File: src/rtl/video_pkg.sv
// Shared types and constants for the 720p video compositor.
package video_pkg;

    // Active-area geometry of the 720p raster and the derived counter widths
    localparam int H_ACTIVE  = 1280;
    localparam int V_ACTIVE  = 720;
    localparam int H_BITS    = $clog2(H_ACTIVE);
    localparam int V_BITS    = $clog2(V_ACTIVE);
    localparam int BAR_W     = 160;
    localparam int LEVEL_MAX = 16;

    typedef struct packed {
        logic [7:0] r;
        logic [7:0] g;
        logic [7:0] b;
    } rgb_t;

    typedef enum logic [1:0] {
        MODE_WINDOW = 2'd0,
        MODE_BARS   = 2'd1,
        MODE_RAMP   = 2'd2,
        MODE_BLACK  = 2'd3
    } mode_t;

    typedef enum logic [1:0] {
        FADE_STEADY = 2'd0,
        FADE_OUT    = 2'd1,
        FADE_IN     = 2'd2
    } fade_state_t;

    // Classic eight-bar pattern; anything past the last bar is black
    function automatic rgb_t barColor(input logic [H_BITS-1:0] x);
        rgb_t c;
        int   xi;
        xi = int'(x);
        if      (xi < 1 * BAR_W) c = '{8'hFF, 8'hFF, 8'hFF};
        else if (xi < 2 * BAR_W) c = '{8'hFF, 8'hFF, 8'h00};
        else if (xi < 3 * BAR_W) c = '{8'h00, 8'hFF, 8'hFF};
        else if (xi < 4 * BAR_W) c = '{8'h00, 8'hFF, 8'h00};
        else if (xi < 5 * BAR_W) c = '{8'hFF, 8'h00, 8'hFF};
        else if (xi < 6 * BAR_W) c = '{8'hFF, 8'h00, 8'h00};
        else if (xi < 7 * BAR_W) c = '{8'h00, 8'h00, 8'hFF};
        else                     c = '{8'h00, 8'h00, 8'h00};
        return c;
    endfunction

    // Brightness scaling: level 16 is unity gain, level 0 is black
    function automatic logic [7:0] fadeScale(input logic [7:0] c, input logic [4:0] level);
        logic [12:0] prod;
        prod = 13'(c) * 13'(level);
        prod = prod >> 4;
        return prod[7:0];
    endfunction

endpackage

File: src/rtl/pipe_delay.sv
// Synchronous-reset shift register; DEPTH = 0 degenerates to a wire.
module pipe_delay #(
    parameter int W     = 1,
    parameter int DEPTH = 1
) (
    input  logic         clk_i,
    input  logic         rst_i,
    input  logic [W-1:0] d_i,
    output logic [W-1:0] q_o
);

    generate
        if (DEPTH == 0) begin : g_pass
            assign q_o = d_i;
        end else begin : g_shift
            logic [W-1:0] stage_q [DEPTH];

            // Shift the input down the chain one stage per clock, clearing every stage on reset
            always_ff @(posedge clk_i) begin
                if (rst_i) begin
                    for (int i = 0; i < DEPTH; i++) stage_q[i] <= '0;
                end else begin
                    stage_q[0] <= d_i;
                    for (int i = 1; i < DEPTH; i++) stage_q[i] <= stage_q[i-1];
                end
            end

            assign q_o = stage_q[DEPTH-1];
        end
    endgenerate

endmodule

File: src/rtl/video_compositor.sv
// Composites the renderer window, border and background (or a full-screen
// test pattern) onto the 720p raster, with a frame-stepped fade between modes.
// Optional build macro VIDEO_COMPOSITOR_CROSSHAIR_EN inverts the window's
// centre row and column to give an alignment crosshair.
module video_compositor
    import video_pkg::*;
#(
    parameter int          WIDTH        = 300,
    parameter int          HEIGHT       = 300,
    parameter int          X0           = 490,
    parameter int          Y0           = 210,
    parameter int          BORDER       = 4,
    parameter logic [23:0] BORDER_COLOR = 24'hFFFFFF,
    parameter logic [23:0] BG_COLOR     = 24'h202020,
    parameter int          RENDER_LAT   = 2
) (
    input  logic              clk_pixel_in,
    input  logic              rst_in,
    input  logic [H_BITS-1:0] hcount_in,
    input  logic [V_BITS-1:0] vcount_in,
    input  logic              hs_in,
    input  logic              vs_in,
    input  logic              ad_in,
    input  logic              nf_in,
    input  logic [7:0]        red_in,
    input  logic [7:0]        green_in,
    input  logic [7:0]        blue_in,
    input  logic [1:0]        mode_in,
    output logic [7:0]        red_out,
    output logic [7:0]        green_out,
    output logic [7:0]        blue_out,
    output logic              hs_out,
    output logic              vs_out,
    output logic              ad_out,
    output logic              fade_busy_out
);

    localparam int TW = H_BITS + V_BITS + 3;

    logic [TW-1:0]     timingIn;
    logic [TW-1:0]     timingAl;
    logic [H_BITS-1:0] alX;
    logic [V_BITS-1:0] alY;
    logic              alHs;
    logic              alVs;
    logic              alAd;
    rgb_t              rendPix;
    mode_t             reqMode;

    fade_state_t       state_q, state_d;
    logic [4:0]        level_q, level_d;
    mode_t             activeMode_q, activeMode_d;
    logic              fadeBusy_q;

    int                xi;
    int                yi;
    logic              inWin;
    logic              inFrame;
    rgb_t              pix1_d;
    rgb_t              pix1_q;
    logic              hs1_q, vs1_q, ad1_q;
    rgb_t              out_q;
    logic              hsOut_q, vsOut_q, adOut_q;

    assign timingIn = {hcount_in, vcount_in, hs_in, vs_in, ad_in};
    assign rendPix  = '{red_in, green_in, blue_in};
    assign reqMode  = mode_t'(mode_in);

    pipe_delay #(
        .W     (TW),
        .DEPTH (RENDER_LAT)
    ) u_align (
        .clk_i (clk_pixel_in),
        .rst_i (rst_in),
        .d_i   (timingIn),
        .q_o   (timingAl)
    );

    assign {alX, alY, alHs, alVs, alAd} = timingAl;

    // Fade controller: only acts on new-frame pulses, stepping brightness and swapping mode at black
    always_comb begin
        state_d      = state_q;
        level_d      = level_q;
        activeMode_d = activeMode_q;
        if (nf_in) begin
            case (state_q)
                FADE_STEADY: begin
                    if (reqMode != activeMode_q) begin
                        state_d = FADE_OUT;
                        level_d = level_q - 5'd1;
                    end
                end
                FADE_OUT: begin
                    if (reqMode == activeMode_q) begin
                        state_d = FADE_IN;
                        level_d = level_q + 5'd1;
                    end else if (level_q <= 5'd1) begin
                        // Level 0 can be reached here after a reversal from low FADE_IN levels
                        level_d      = 5'd0;
                        activeMode_d = reqMode;
                        state_d      = FADE_IN;
                    end else begin
                        level_d = level_q - 5'd1;
                    end
                end
                FADE_IN: begin
                    if (reqMode != activeMode_q) begin
                        if (level_q == 5'd0) begin
                            // Already black, so swap straight away instead of wrapping the level
                            activeMode_d = reqMode;
                        end else begin
                            state_d = FADE_OUT;
                            level_d = level_q - 5'd1;
                        end
                    end else if (level_q == 5'(LEVEL_MAX - 1)) begin
                        level_d = 5'(LEVEL_MAX);
                        state_d = FADE_STEADY;
                    end else begin
                        level_d = level_q + 5'd1;
                    end
                end
                default: begin
                    state_d = FADE_STEADY;
                    level_d = 5'(LEVEL_MAX);
                end
            endcase
        end
    end

    // Fade state registers; busy flag tracks the next state so it lines up with state_q
    always_ff @(posedge clk_pixel_in) begin
        if (rst_in) begin
            state_q      <= FADE_STEADY;
            level_q      <= 5'(LEVEL_MAX);
            activeMode_q <= MODE_WINDOW;
            fadeBusy_q   <= 1'b0;
        end else begin
            state_q      <= state_d;
            level_q      <= level_d;
            activeMode_q <= activeMode_d;
            fadeBusy_q   <= (state_d != FADE_STEADY);
        end
    end

    // Classify the aligned pixel position and pick the source colour for the active mode
    always_comb begin
        xi      = int'(alX);
        yi      = int'(alY);
        inWin   = (xi >= X0) && (xi < X0 + WIDTH) && (yi >= Y0) && (yi < Y0 + HEIGHT);
        inFrame = (xi >= X0 - BORDER) && (xi < X0 + WIDTH + BORDER) &&
                  (yi >= Y0 - BORDER) && (yi < Y0 + HEIGHT + BORDER);
        pix1_d  = '0;
        if (alAd) begin
            case (activeMode_q)
                MODE_WINDOW: begin
                    if (inWin) begin
                        pix1_d = rendPix;
`ifdef VIDEO_COMPOSITOR_CROSSHAIR_EN
                        if ((xi == X0 + WIDTH / 2) || (yi == Y0 + HEIGHT / 2)) begin
                            pix1_d = rgb_t'(~rendPix);
                        end
`endif
                    end else if (inFrame) begin
                        pix1_d = rgb_t'(BORDER_COLOR);
                    end else begin
                        pix1_d = rgb_t'(BG_COLOR);
                    end
                end
                MODE_BARS: pix1_d = barColor(alX);
                MODE_RAMP: pix1_d = '{alX[7:0], alX[7:0], alX[7:0]};
                default:   pix1_d = '0;
            endcase
        end
    end

    // Stage 1: register the selected colour alongside the aligned sync signals
    always_ff @(posedge clk_pixel_in) begin
        if (rst_in) begin
            pix1_q <= '0;
            hs1_q  <= 1'b0;
            vs1_q  <= 1'b0;
            ad1_q  <= 1'b0;
        end else begin
            pix1_q <= pix1_d;
            hs1_q  <= alHs;
            vs1_q  <= alVs;
            ad1_q  <= alAd;
        end
    end

    // Stage 2: apply the fade level to each channel and carry sync along
    always_ff @(posedge clk_pixel_in) begin
        if (rst_in) begin
            out_q   <= '0;
            hsOut_q <= 1'b0;
            vsOut_q <= 1'b0;
            adOut_q <= 1'b0;
        end else begin
            out_q.r <= fadeScale(pix1_q.r, level_q);
            out_q.g <= fadeScale(pix1_q.g, level_q);
            out_q.b <= fadeScale(pix1_q.b, level_q);
            hsOut_q <= hs1_q;
            vsOut_q <= vs1_q;
            adOut_q <= ad1_q;
        end
    end

    assign red_out       = out_q.r;
    assign green_out     = out_q.g;
    assign blue_out      = out_q.b;
    assign hs_out        = hsOut_q;
    assign vs_out        = vsOut_q;
    assign ad_out        = adOut_q;
    assign fade_busy_out = fadeBusy_q;

endmodule
File: config.mk
export PLATFORM = sky130hd
export DESIGN_NAME = video_compositor
export DESIGN_NICKNAME = d
export VERILOG_FILES = /design/src/rtl/video_pkg.sv /design/src/rtl/pipe_delay.sv /design/src/rtl/video_compositor.sv
export SDC_FILE = /design/constraint.sdc
export NUM_CORES = 1
export LEC_CHECK = 0
export CAP_MARGIN = 25
export CORE_MARGIN = 4
export CORE_UTILIZATION = 40
export DETAILED_ROUTE_END_ITERATION = 16
export DONT_BUFFER_PORTS = 1
export GPL_TIMING_DRIVEN = 0
export PLACE_DENSITY = 0.61
export SYNTH_ARGS = -nofsm -noshare
export SYNTH_HDL_FRONTEND = slang
export SYNTH_SLANG_ARGS = --single-unit
export TNS_END_PERCENT = 30
File: constraint.sdc
create_clock -name clk_pixel_in -period 5.65 [get_ports clk_pixel_in]
set_clock_uncertainty 0.15 [all_clocks]
set_input_delay 1.13 -clock clk_pixel_in [delete_from_list [all_inputs] [get_ports clk_pixel_in]]
set_output_delay 1.13 -clock clk_pixel_in [all_outputs]
set_load 0.02 [all_outputs]
== After elaboration in Yosys (flattened, before gate mapping) ==
Memories as Yosys holds them, arrays and structs flattened.
Cells that the tools add are included.

* Memories kept: 1
* Word-level logic and storage cells: 103
* Bits in writable memories: 48
* Register bits after elaboration: 64

{| class="wikitable"
|+ Memory list
! memory !! depth !! width !! read ports !! clocked after memory_dff !! wr ports !! line !! RTL
|-
| u_align.g_shift.stage_q || 2 || 24 || 2 || 0 || 2 || pipe_delay.sv:16 || <nowiki>logic [W-1:0] stage_q [DEPTH];</nowiki>
|}

* Multipliers: 3
* Reduce and logical (&&, ||, !) cells: 14
* Bitwise operators: 3
* Magnitude comparators: 16
* Multiplexer cells: 35
* Equal/unequal tests: 13
* Add/sub/neg operators: 2

{| class="wikitable"
|+ Operators by type and width
! cell !! number
|-
| 2-to-1 mux 24 bit || 10
|-
| case mux 24 bit (3 select lines) || 1
|-
| < comparator 11 x 10 -> 1 bit (second input constant) || 5
|-
| multiplier 8 x 5 -> 12 bit || 3
|-
| 2-to-1 mux 5 bit || 6
|-
| greater-or-equal comparator 11 x 9 -> 1 bit (second input constant) || 2
|-
| < comparator 11 x 9 -> 1 bit (second input constant) || 2
|-
| 2-to-1 mux 2 bit || 11
|-
| greater-or-equal comparator 10 x 8 -> 1 bit (second input constant) || 2
|-
| case mux 5 bit (3 select lines) || 1
|-
| < comparator 11 bit (second input constant) || 1
|-
| < comparator 11 x 8 -> 1 bit (second input constant) || 1
|-
| < comparator 10 bit (second input constant) || 1
|-
| < comparator 10 x 9 -> 1 bit (second input constant) || 1
|-
| != test 2 bit (second input constant) || 5
|-
| 2-to-1 mux 8 bit || 1
|-
| logical AND 1 bit || 6
|-
| case mux 2 bit (3 select lines) || 1
|-
| AND reduction 6 bit || 1
|-
| adder 5 x 1 -> 5 bit (second input constant) || 1
|-
| == test 5 x 4 -> 1 bit (second input constant) || 1
|-
| less-or-equal comparator 5 x 1 -> 1 bit (second input constant) || 1
|-
| logical NOT 5 bit || 1
|-
| subtractor 5 x 1 -> 5 bit (second input constant) || 1
|-
| 13 further kinds || 20
|}

== Depth between registers and ports, before layout ==
Gate-level depths: netlist of run 1.
An unclocked memory read counts as a cell.

* Depth in word-level cells: 10
* Gate-level depth with buffers: 16
* Mapped depth without buffers: 14

== Cells and area by module ==
A second synthesis of run 1 with hierarchy kept.

* Cells, all modules: 837
* Area, all modules: 7504.7 um^2

{| class="wikitable"
|+ Modules (own cells, without submodules)
! module !! cells an instance !! sequential area each (um^2) !! times used !! area an instance (um^2)
|-
| video_compositor || 712 || 1281.2 || 1 || 6019.5
|-
| pipe_delay || 125 || 960.9 || 1 || 1485.2
|}

== Worst setup path before layout of run 1 ==
OpenSTA, ideal clock, no wires.

* Path type: register -> register
* Start point: register level_q[2]
* End point: register out_q (netlist bit red_out[7])
* Data required time: 5.372 ns
* Buffers on the path: 2
* Arrival time: 3.908 ns
* Library setup time: 0.128 ns
* Stages on the path, launching flop included: 15
* Slack: 1.464 ns
* Cell sequence: dfxtp_1 > clkbuf_1 > clkbuf_1 > nand2_1 > fa_1 > fa_1 > fa_1 > inv_1 > ha_1 > nand4_1 > o211ai_1 > o41ai_1 > o21ai_0 > xnor2_1 > nor2_1

* Word-level cells in the longest chain between the ends: 1

{| class="wikitable"
|+ RTL lines
! what !! line !! RTL
|-
| start: declaration || video_compositor.sv:51 || <nowiki>logic [4:0] level_q, level_d;</nowiki>
|-
| start signal: assignment || video_compositor.sv:135 || <nowiki>level_q <= 5'(LEVEL_MAX);</nowiki>
|-
| start signal: assignment || video_compositor.sv:140 || <nowiki>level_q <= level_d;</nowiki>
|-
| multiplier 8 x 5 -> 12 bit || video_pkg.sv:50 || <nowiki>prod = 13'(c) * 13'(level);</nowiki>
|-
| end: declaration || video_compositor.sv:62 || <nowiki>rgb_t out_q;</nowiki>
|}

Every way passes these cells.
A chain may end at the register's enable or synchronous reset.

== Final worst setup path of run 1 ==
Ends and elaborated chain as after synthesis.

==> impl_results.md, run 1 <==
- Warning count from the yosys run: 0
- Starting density of the core: 40.70%
- Setup Crit Path Kind: flop to flop
- Period utilization: 89.61%
- Final setup vio count: 0
- Min setup slack post-route: 586.8 ps
- Library cells used by synthesis: between 50 and 60
- Final-stage net count: 997
- Placer's final routability congestion estimate: 0.9092
- Summed negative setup slack over all endpoints: 0 ps
- Number of buffers between clock root and the deepest sink: 2
- Num CTS Buffers: 9
- Cell at the root of the clock tree: sky130_fd_sc_hd__clkbuf_16
- Clock latency of the later-clocked register in the worst-skew pair: 360 ps
- Synth Instances: 822
- Number of iterations in the first detailed-routing pass: 4
- Reported net switching power: 0.0005443 W
- Minimum clock period: 5063 ps
- WL/cell: approximately 16 um
- # resized after CTS: 0
- Sequential element share of the synthesized area: 30.12%
- Number of maximum-capacitance violations: 0
- Number of storage elements in the synthesis netlist: 110
- Worst slack at placement: 617.4 ps
- Syn nets: 986
- Sink Count: 110
- Hold_buf cts: 0
- Leak pwr: 3.460 nW
- TritonCTS clock tree: yes
- Starting DRC count in detailed routing: 274
- Synth-to-layout area growth: 8.318%
- Most used DFF post-synth: sky130_fd_sc_hd__dfxtp_1
- Endpoint arrival time on the critical path: 5130 ps
- Count of port buffers added during placement: 0
- Required time of the critical path: about 5700 ps
- Hold violation count in the final report: 0
- Post-Syn Area: between 7000 and 8000 um2
- Post-synthesis compound-gate area fraction: 11.81%
- Synth Area in XOR/XNOR: 3.474%
- Die Width: 143.2 um
- Vias in the first global route: 5209
- Status: completed
- Die H: about 140 um
- VDD IR max: between 0.15 and 0.2 mV
- Worst setup SP type: flop
- Maximum level of the CTS H-tree: 3
- Maximum net fanout on the critical path: 10
- Kind of path behind the tightest hold check: flop to flop
- Main combinational cell family by area after synthesis: adder cells
- Int Pwr: ~0.0012 W
- Largest net degree at the start of global routing: 24
- Switching fraction of total power: 30.94%
- Share of synthesized registers carrying an async set or reset: 0%
- Count of filler cells inserted in the layout: 1785
- Number of enable flip-flop cells after synthesis: 0
- Global routing's busiest layer: met2
- Antenna violation net count after detailed routing: 0
- Pins over their slew limit: 0
- Max Clk Rate: around 0.2 GHz
- Number of rows in the core area: between 40 and 50
- Met1 global-route usage: a little under a quarter
- Count of unresolved DRC violations after routing: 0
- RSZ-0062 raised after global routing: no
- Slew at the pin closest to its max-slew limit: 912.1 ps
- Post-CTS clock slew at the launch and capture registers of the worst setup and hold paths: 80 ps
- Floorplan Core Area: 17960 um2
- Die Outline Area: 20500 um2
- Multiplexer share of the synthesized area: 0.6846%
- Number of vias per cell after detailed routing: 5.089
- Final Core Density: 44.08%
- P per Cell Area: about 220 nW/um2
- Detailed placer's ending HPWL: 13340 um
- Via Count: 5435
- Total global routing overflow: 0
- Clock network fraction of design power: between 30% and 40%
- Number of primary I/O pins: roughly 80
- Buffers inserted by post-CTS timing repair: 0
- Mean instance size in the synthesized netlist: 8.894 um2
- Fraction of met3 tracks used by global routing: 4.689%
- Sequential share of power: 47.0%
- Global-route wire length before repair: 27880 um
- Detailed-route wire length: 17020 um
- CP endpoint kind: flop
- Met2 Resource Use GR: about 28%
- Layout cell share with drive strength beyond 1: ~3.8%
- Slew HR: 39.19%
- Share of synthesized cell area in and, or, nand and nor gates: 23.70%
- Part of the power in combinational logic: between 10% and 20%
- All-Layer GR Usage: 17.58%
- Initial antenna violation count: 2
- Adder-cell share of the synthesized area: 23.93%
## synth_stat cells (2+ instances only)
library cell / instances / share of area, %
sky130_fd_sc_hd__xnor2_1: 20 / 2.4
sky130_fd_sc_hd__a21oi_1: 38 / 2.6
sky130_fd_sc_hd__or3_1: 8 / 0.68
sky130_fd_sc_hd__ha_1: 63 / 11
sky130_fd_sc_hd__clkbuf_1: 29 / 1.5
sky130_fd_sc_hd__nor2b_1: 62 / 5.3
sky130_fd_sc_hd__nor3b_1: 7 / 0.72
sky130_fd_sc_hd__nand4_1: 5 / 0.43
sky130_fd_sc_hd__nand2_1: 72 / 3.7
sky130_fd_sc_hd__nor2_1: 59 / 3.0
sky130_fd_sc_hd__o41ai_1: 15 / 1.8
sky130_fd_sc_hd__a21boi_0: 2 / 0.21
sky130_fd_sc_hd__mux2i_1: 5 / 0.68
sky130_fd_sc_hd__fa_1: 48 / 13
sky130_fd_sc_hd__o21ai_0: 15 / 1.0
sky130_fd_sc_hd__a22o_1: 2 / 0.24
sky130_fd_sc_hd__o311ai_0: 2 / 0.24
sky130_fd_sc_hd__o32a_1: 2 / 0.27
sky130_fd_sc_hd__o221ai_1: 2 / 0.24
sky130_fd_sc_hd__and3_1: 2 / 0.17
sky130_fd_sc_hd__nand3_1: 5 / 0.34
sky130_fd_sc_hd__nor3_1: 15 / 1.0
sky130_fd_sc_hd__nor4b_1: 2 / 0.24
sky130_fd_sc_hd__buf_6: 2 / 0.31
sky130_fd_sc_hd__buf_2: 4 / 0.27
sky130_fd_sc_hd__dfxtp_1: 110 / 30
sky130_fd_sc_hd__o21bai_1: 4 / 0.41
sky130_fd_sc_hd__a221o_1: 3 / 0.41
sky130_fd_sc_hd__o21a_1: 5 / 0.51
sky130_fd_sc_hd__nor4_1: 4 / 0.34
sky130_fd_sc_hd__a221oi_1: 8 / 0.96
sky130_fd_sc_hd__o22ai_1: 2 / 0.17
sky130_fd_sc_hd__a31oi_1: 3 / 0.26
sky130_fd_sc_hd__and2_1: 77 / 6.6
sky130_fd_sc_hd__inv_1: 79 / 4.1
sky130_fd_sc_hd__o31ai_1: 5 / 0.51
sky130_fd_sc_hd__xor2_1: 9 / 1.1
sky130_fd_sc_hd__or2_2: 3 / 0.26
sky130_fd_sc_hd__a21o_1: 4 / 0.41
## worst paths after layout
| check | start | endpoint | slack [ps] | cells after the start |
|---|---|---|---|---|
| worst max-delay path | level_q[2] | red_out[7] | 590 | 14 |
| worst min-delay path | u_align.g_shift.stage_q[0][25] | vs1_q | 290 | 1 |
| worst max register to register | level_q[2] | red_out[7] | 590 | 14 |
| worst min register to register | u_align.g_shift.stage_q[0][25] | vs1_q | 290 | 1 |
## metal layers
metal  vias to the layer above  wire length [um]  part of all wire (%)
li1                       2747                 -                     -
met1                      2537              7961                    47
met2                       132              7683                    45
met3                        17              1099                   6.5
met4                         2               257                   1.5
met5                         -                20                  0.12
## layout by cell type, fill, tap and decap left out, drive strengths merged, types with 3 or more instances in the layout
master	synthesis	layout
o31ai	5	5
ha	63	63
nand3	5	5
a21oi	39	39
o21ai	15	15
xnor2	20	20
a21o	4	4
a221oi	8	8
o41ai	15	15
fa	48	48
nor2	59	59
or2	3	3
clkinv	0	3
xor2	9	9
o21bai	4	4
nor3	15	15
a221o	3	3
nand4	6	6
or3	9	9
mux2i	5	5
nor3b	7	7
o21a	5	5
and2	77	77
nand2	72	72
nor4	4	4
nor2b	62	62
buf	8	8
inv	79	83
a31oi	3	3
clkbuf	29	38
dfxtp	110	110
## power by group through the flow
stage / Sequential [W] / Combinational [W] / Clock [W]
6_report: 0.000827 / 0.000263 / 0.000670
5_1_grt: 0.000831 / 0.000292 / 0.000721
4_1_cts: 0.000827 / 0.000264 / 0.000690
3_5_place_dp: 0.000845 / 0.000262 / 0
3_3_place_gp: 0.000845 / 0.000262 / 0
2_1_floorplan: 0.000840 / 0.000184 / 0
## logic make-up after synthesis
logic type / count (synthesis)
fa+ha+maj: 111
compound gates: 124
flops: 110
mux: 5
buf+inv: 116
simple gates: 327
xor+xnor: 29
## area by class of cell
cell class,instances,area (um2),area share [%]
Antenna cell,1,2.502,0.03160
Buffer,37,162.7,2.054
Clock buffer,9,225.2,2.844
Clock inverter,7,93.84,1.185
Inverter,79,296.5,3.745
Multi-Input combinational cell,596,4649,58.71
Sequential cell,110,2202,27.81
Tap cell,229,286.5,3.618
## registers in the layout (all words and copies together) (netlist names)
register and count:
activeMode_q 2, hs1_q 1, vs_out 1, blue_out 8
vs1_q 1, u_align.g_shift.stage_q 46, level_q 5, ad1_q 1
red_out 8, fade_busy_out 1, green_out 8, ad_out 1
state_q 2, pix1_q 24, hs_out 1
## worst max-delay path, cell delays in order (launching register included)
cell	delay [ps]
sky130_fd_sc_hd__dfxtp_1	430
sky130_fd_sc_hd__clkbuf_1	400
sky130_fd_sc_hd__clkbuf_1	530
sky130_fd_sc_hd__nand2_1	130
sky130_fd_sc_hd__fa_1	500
sky130_fd_sc_hd__fa_1	530
sky130_fd_sc_hd__fa_1	540
sky130_fd_sc_hd__inv_1	40
sky130_fd_sc_hd__ha_1	330
sky130_fd_sc_hd__nand4_1	110
sky130_fd_sc_hd__o211ai_1	170
sky130_fd_sc_hd__o41ai_1	580
sky130_fd_sc_hd__o21ai_0	230
sky130_fd_sc_hd__xnor2_1	190
sky130_fd_sc_hd__nor2_1	50
## metrics by stage
stage | hold WS, ps | instance area (um2) | power [W] | std cells
finish | 289.9 | 7919 | 0.001760 | 1068
global route | 309.8 | 7919 | 0.001844 | 1068
CTS | 290.6 | 7916 | 0.001781 | 1067
global placement | 264.9 | 7597 | 0.001108 | 1051
floorplan | 263.8 | 7311 | 0.001024 | 822
detailed placement | 270.4 | 7597 | 0.001108 | 1051
(Power assumes the default switching activity.)
==> run 2, diff against run 1 <==
--- a/config.mk
+++ b/config.mk
@@ -12,6 +12,7 @@
 export DONT_BUFFER_PORTS = 1
 export GPL_TIMING_DRIVEN = 0
 export PLACE_DENSITY = 0.61
+export REMOVE_ABC_BUFFERS = 1
 export SYNTH_ARGS = -nofsm -noshare
 export SYNTH_HDL_FRONTEND = slang
 export SYNTH_SLANG_ARGS = --single-unit
==> impl_results.md, run 2 (synthesis results as in run 1) <==
- Number of flip-flops under the largest register name: 46 (unchanged)
- Total global routing overflow: 0 (unchanged)
- All-Layer GR Usage: 15.64% (was 17.58%)
- WL/cell: 14.59 um (was 15.94 um)
- Hold_buf cts: 0 (unchanged)
- Number of primary I/O pins: 81 (unchanged)
- Worst setup SP type: flop (unchanged)
- Slew at the pin closest to its max-slew limit: 1031 ps (was 912.1 ps)
- Synth-to-layout area growth: 7.257% (was 8.318%)
- CP dominant cell by count: sky130_fd_sc_hd__fa_1 (unchanged)
- FF-to-FF path depth: 13 (was 14)
- Largest net degree at the start of global routing: 94 (was 24)
- Largest Register: u_align.g_shift.stage_q (unchanged)
- Worst hold path stage count: 1 (unchanged)
- # resized after CTS: 0 (unchanged)
- Cell area reported after detailed placement: 7435 um2 (was 7597 um2)
- Count of unresolved DRC violations after routing: 0 (unchanged)
- Starting DRC count in detailed routing: 267 (was 274)
- Detailed placer's ending HPWL: 11060 um (was 13340 um)
- Final setup vio count: 0 (unchanged)
- Slew HR: 31.16% (was 39.19%)
- Die H: 143.2 um (unchanged)
- Final instance area: 7841 um2 (was 7919 um2)
- Initial antenna violation count: 0 (was 2)
- Layout cell share with drive strength beyond 1: 3.602% (was 3.819%)
- Global-route wire length before repair: 25640 um (was 27880 um)
- Maximum level of the CTS H-tree: 3 (unchanged)
- Cell-by-cell trace of the critical path: and2_1, fa_1, fa_1, inv_1, fa_1, inv_1, ha_1, a21oi_1, o211ai_1, o41ai_1, o21ai_0, xnor2_1, nor2_1 (was clkbuf_1, clkbuf_1, nand2_1, fa_1, fa_1, fa_1, inv_1, ha_1, nand4_1, o211ai_1, o41ai_1, o21ai_0, xnor2_1, nor2_1)
- Starting density of the core: 40.70% (unchanged)
- Via Count: 5200 (was 5435)
- Buffers inserted by post-CTS timing repair: 0 (unchanged)
- Vias in the first global route: 5037 (was 5209)
- VDD IR max: 0.2009 mV (was 0.1653 mV)
- Highest-count cells in the layout ignoring fill and taps: sky130_fd_sc_hd__dfxtp_1, sky130_fd_sc_hd__inv_1, sky130_fd_sc_hd__and2_1, sky130_fd_sc_hd__nand2_1, sky130_fd_sc_hd__ha_1 (unchanged)
- Most common cell after layout, fill and taps aside: sky130_fd_sc_hd__dfxtp_1 (unchanged)
- Leak pwr: 3.428 nW (was 3.460 nW)
- Path length in cells of the critical path: 13 (was 14)
- Placer's final routability congestion estimate: 0.8182 (was 0.9092)
- Die Outline Area: 20500 um2 (unchanged)
- Largest registers: u_align.g_shift.stage_q x46, pix1_q x24 (unchanged)
- Required time of the critical path: 5760 ps (was 5720 ps)
- Endpoint arrival time on the critical path: 4990 ps (was 5130 ps)
- Slowest stage cell on the critical path: sky130_fd_sc_hd__dfxtp_1 (was sky130_fd_sc_hd__o41ai_1)
- Worst slack at placement: 732.6 ps (was 617.4 ps)
- Category of cells accounting for the largest share of critical-path delay: adder cells (unchanged)
- Detailed-route wire length: 15100 um (was 17020 um)
- Number of iterations in the first detailed-routing pass: 4 (unchanged)
- Setup Crit Path Kind: flop to flop (unchanged)
- Status: completed (unchanged)
- CP endpoint kind: flop (unchanged)
- Maximum net fanout on the critical path: 28 (was 10)
- Kind of path behind the tightest hold check: flop to flop (unchanged)
- Min setup slack post-route: 769.3 ps (was 586.8 ps)
- Clock latency of the later-clocked register in the worst-skew pair: 370 ps (was 360 ps)
- Period utilization: 86.38% (was 89.61%)
- P per Cell Area: 223.3 nW/um2 (was 222.2 nW/um2)
- Count of port buffers added during placement: 0 (unchanged)
- Die Width: 143.2 um (unchanged)
- Summed negative setup slack over all endpoints: 0 ps (unchanged)
- Number of maximum-capacitance violations: 0 (unchanged)
- RSZ-0062 raised after global routing: no (unchanged)
- Antenna violation net count after detailed routing: 0 (unchanged)
- Hold violation count in the final report: 0 (unchanged)
- Pins over their slew limit: 0 (unchanged)
- Minimum clock period: 4881 ps (was 5063 ps)
- Final Core Density: 43.65% (was 44.08%)
- Number of buffers between clock root and the deepest sink: 2 (unchanged)
- Sink Count: 110 (unchanged)
- Total power after layout: 0.001751 W (was 0.001760 W)
- Max Clk Rate: 0.2049 GHz (was 0.1975 GHz)
- Floorplan Core Area: 17960 um2 (unchanged)
- Number of buffers and inverters on the critical path: 2 (was 3)
- Cell at the root of the clock tree: sky130_fd_sc_hd__clkbuf_16 (unchanged)
- Post-CTS clock slew at the launch and capture registers of the worst setup and hold paths: 90 ps (was 80 ps)
- Num CTS Buffers: 9 (unchanged)
- Number of rows in the core area: 49 (unchanged)
- Final-stage net count: 964 (was 997)
- TritonCTS clock tree: yes (unchanged)
- Longest individual stage delay on the worst path: 1010 ps (was 580 ps)
- Number of vias per cell after detailed routing: 5.024 (was 5.089)
run 2: changes by cell type in the layout (fill, tap and decap cells not counted):
cell                       before  now
sky130_fd_sc_hd__clkbuf_1      29    0
sky130_fd_sc_hd__buf_1          1    0
sky130_fd_sc_hd__inv_12         2    3
sky130_fd_sc_hd__buf_8          0    1
sky130_fd_sc_hd__buf_16         0    2
sky130_fd_sc_hd__clkinv_4       1    0
sky130_fd_sc_hd__buf_2          4    0
sky130_fd_sc_hd__buf_6          2    0
run 2: final cells by class:
type | instances | area [um2]
clock inverters | 7 | 101.3
flip-flops and latches | 110 | 2202
clock buffers | 9 | 225.2
fillers | 1806 | 10120
inverters | 79 | 296.5
repair buffers | 4 | 77.57
well taps | 229 | 286.5
diodes | 1 | 2.502
multi-input cells | 596 | 4649
run 2: per-stage QoR:
| stage | instances | hold WS (ps) |
|---|---|---|
| CTS | 1030 | 291.9 |
| finish | 1035 | 289.3 |
| detailed placement | 1014 | 270.4 |
| global route | 1034 | 301.5 |
| global placement | 1014 | 269.5 |
| floorplan | 785 | 263.8 |
run 2: power by group:
group	switching, W	internal (W)
sequential	0.0000601	0.000806
combinational	0.000111	0.0000911
clock	0.000353	0.000330
run 2: final timing paths:
check / start / endpoint / slack (ps)
worst max-delay path: level_q[4] / red_out[7] / 770
worst min-delay path: u_align.g_shift.stage_q[0][10] / u_align.g_shift.stage_q[0][34] / 290
worst max register to register: level_q[4] / red_out[7] / 770
worst min register to register: u_align.g_shift.stage_q[0][10] / u_align.g_shift.stage_q[0][34] / 290
run 2: worst register-to-register path, stage by stage (launching register included):
cell and delay [ps]:
sky130_fd_sc_hd__dfxtp_1 1010, sky130_fd_sc_hd__and2_1 280, sky130_fd_sc_hd__fa_1 420, sky130_fd_sc_hd__fa_1 550, sky130_fd_sc_hd__inv_1 60, sky130_fd_sc_hd__fa_1 530, sky130_fd_sc_hd__inv_1 40, sky130_fd_sc_hd__ha_1 350
sky130_fd_sc_hd__a21oi_1 160, sky130_fd_sc_hd__o211ai_1 200, sky130_fd_sc_hd__o41ai_1 560, sky130_fd_sc_hd__o21ai_0 230, sky130_fd_sc_hd__xnor2_1 190, sky130_fd_sc_hd__nor2_1 50
run 2: per-layer routing:
metal  share of wire [%]  track usage (%)  wire, um
met3                 6.9            4.052      1048
met1                  45            20.64      6864
met4                 1.1            4.402       159
met2                  47            25.40      7028
met5                   0                0         0
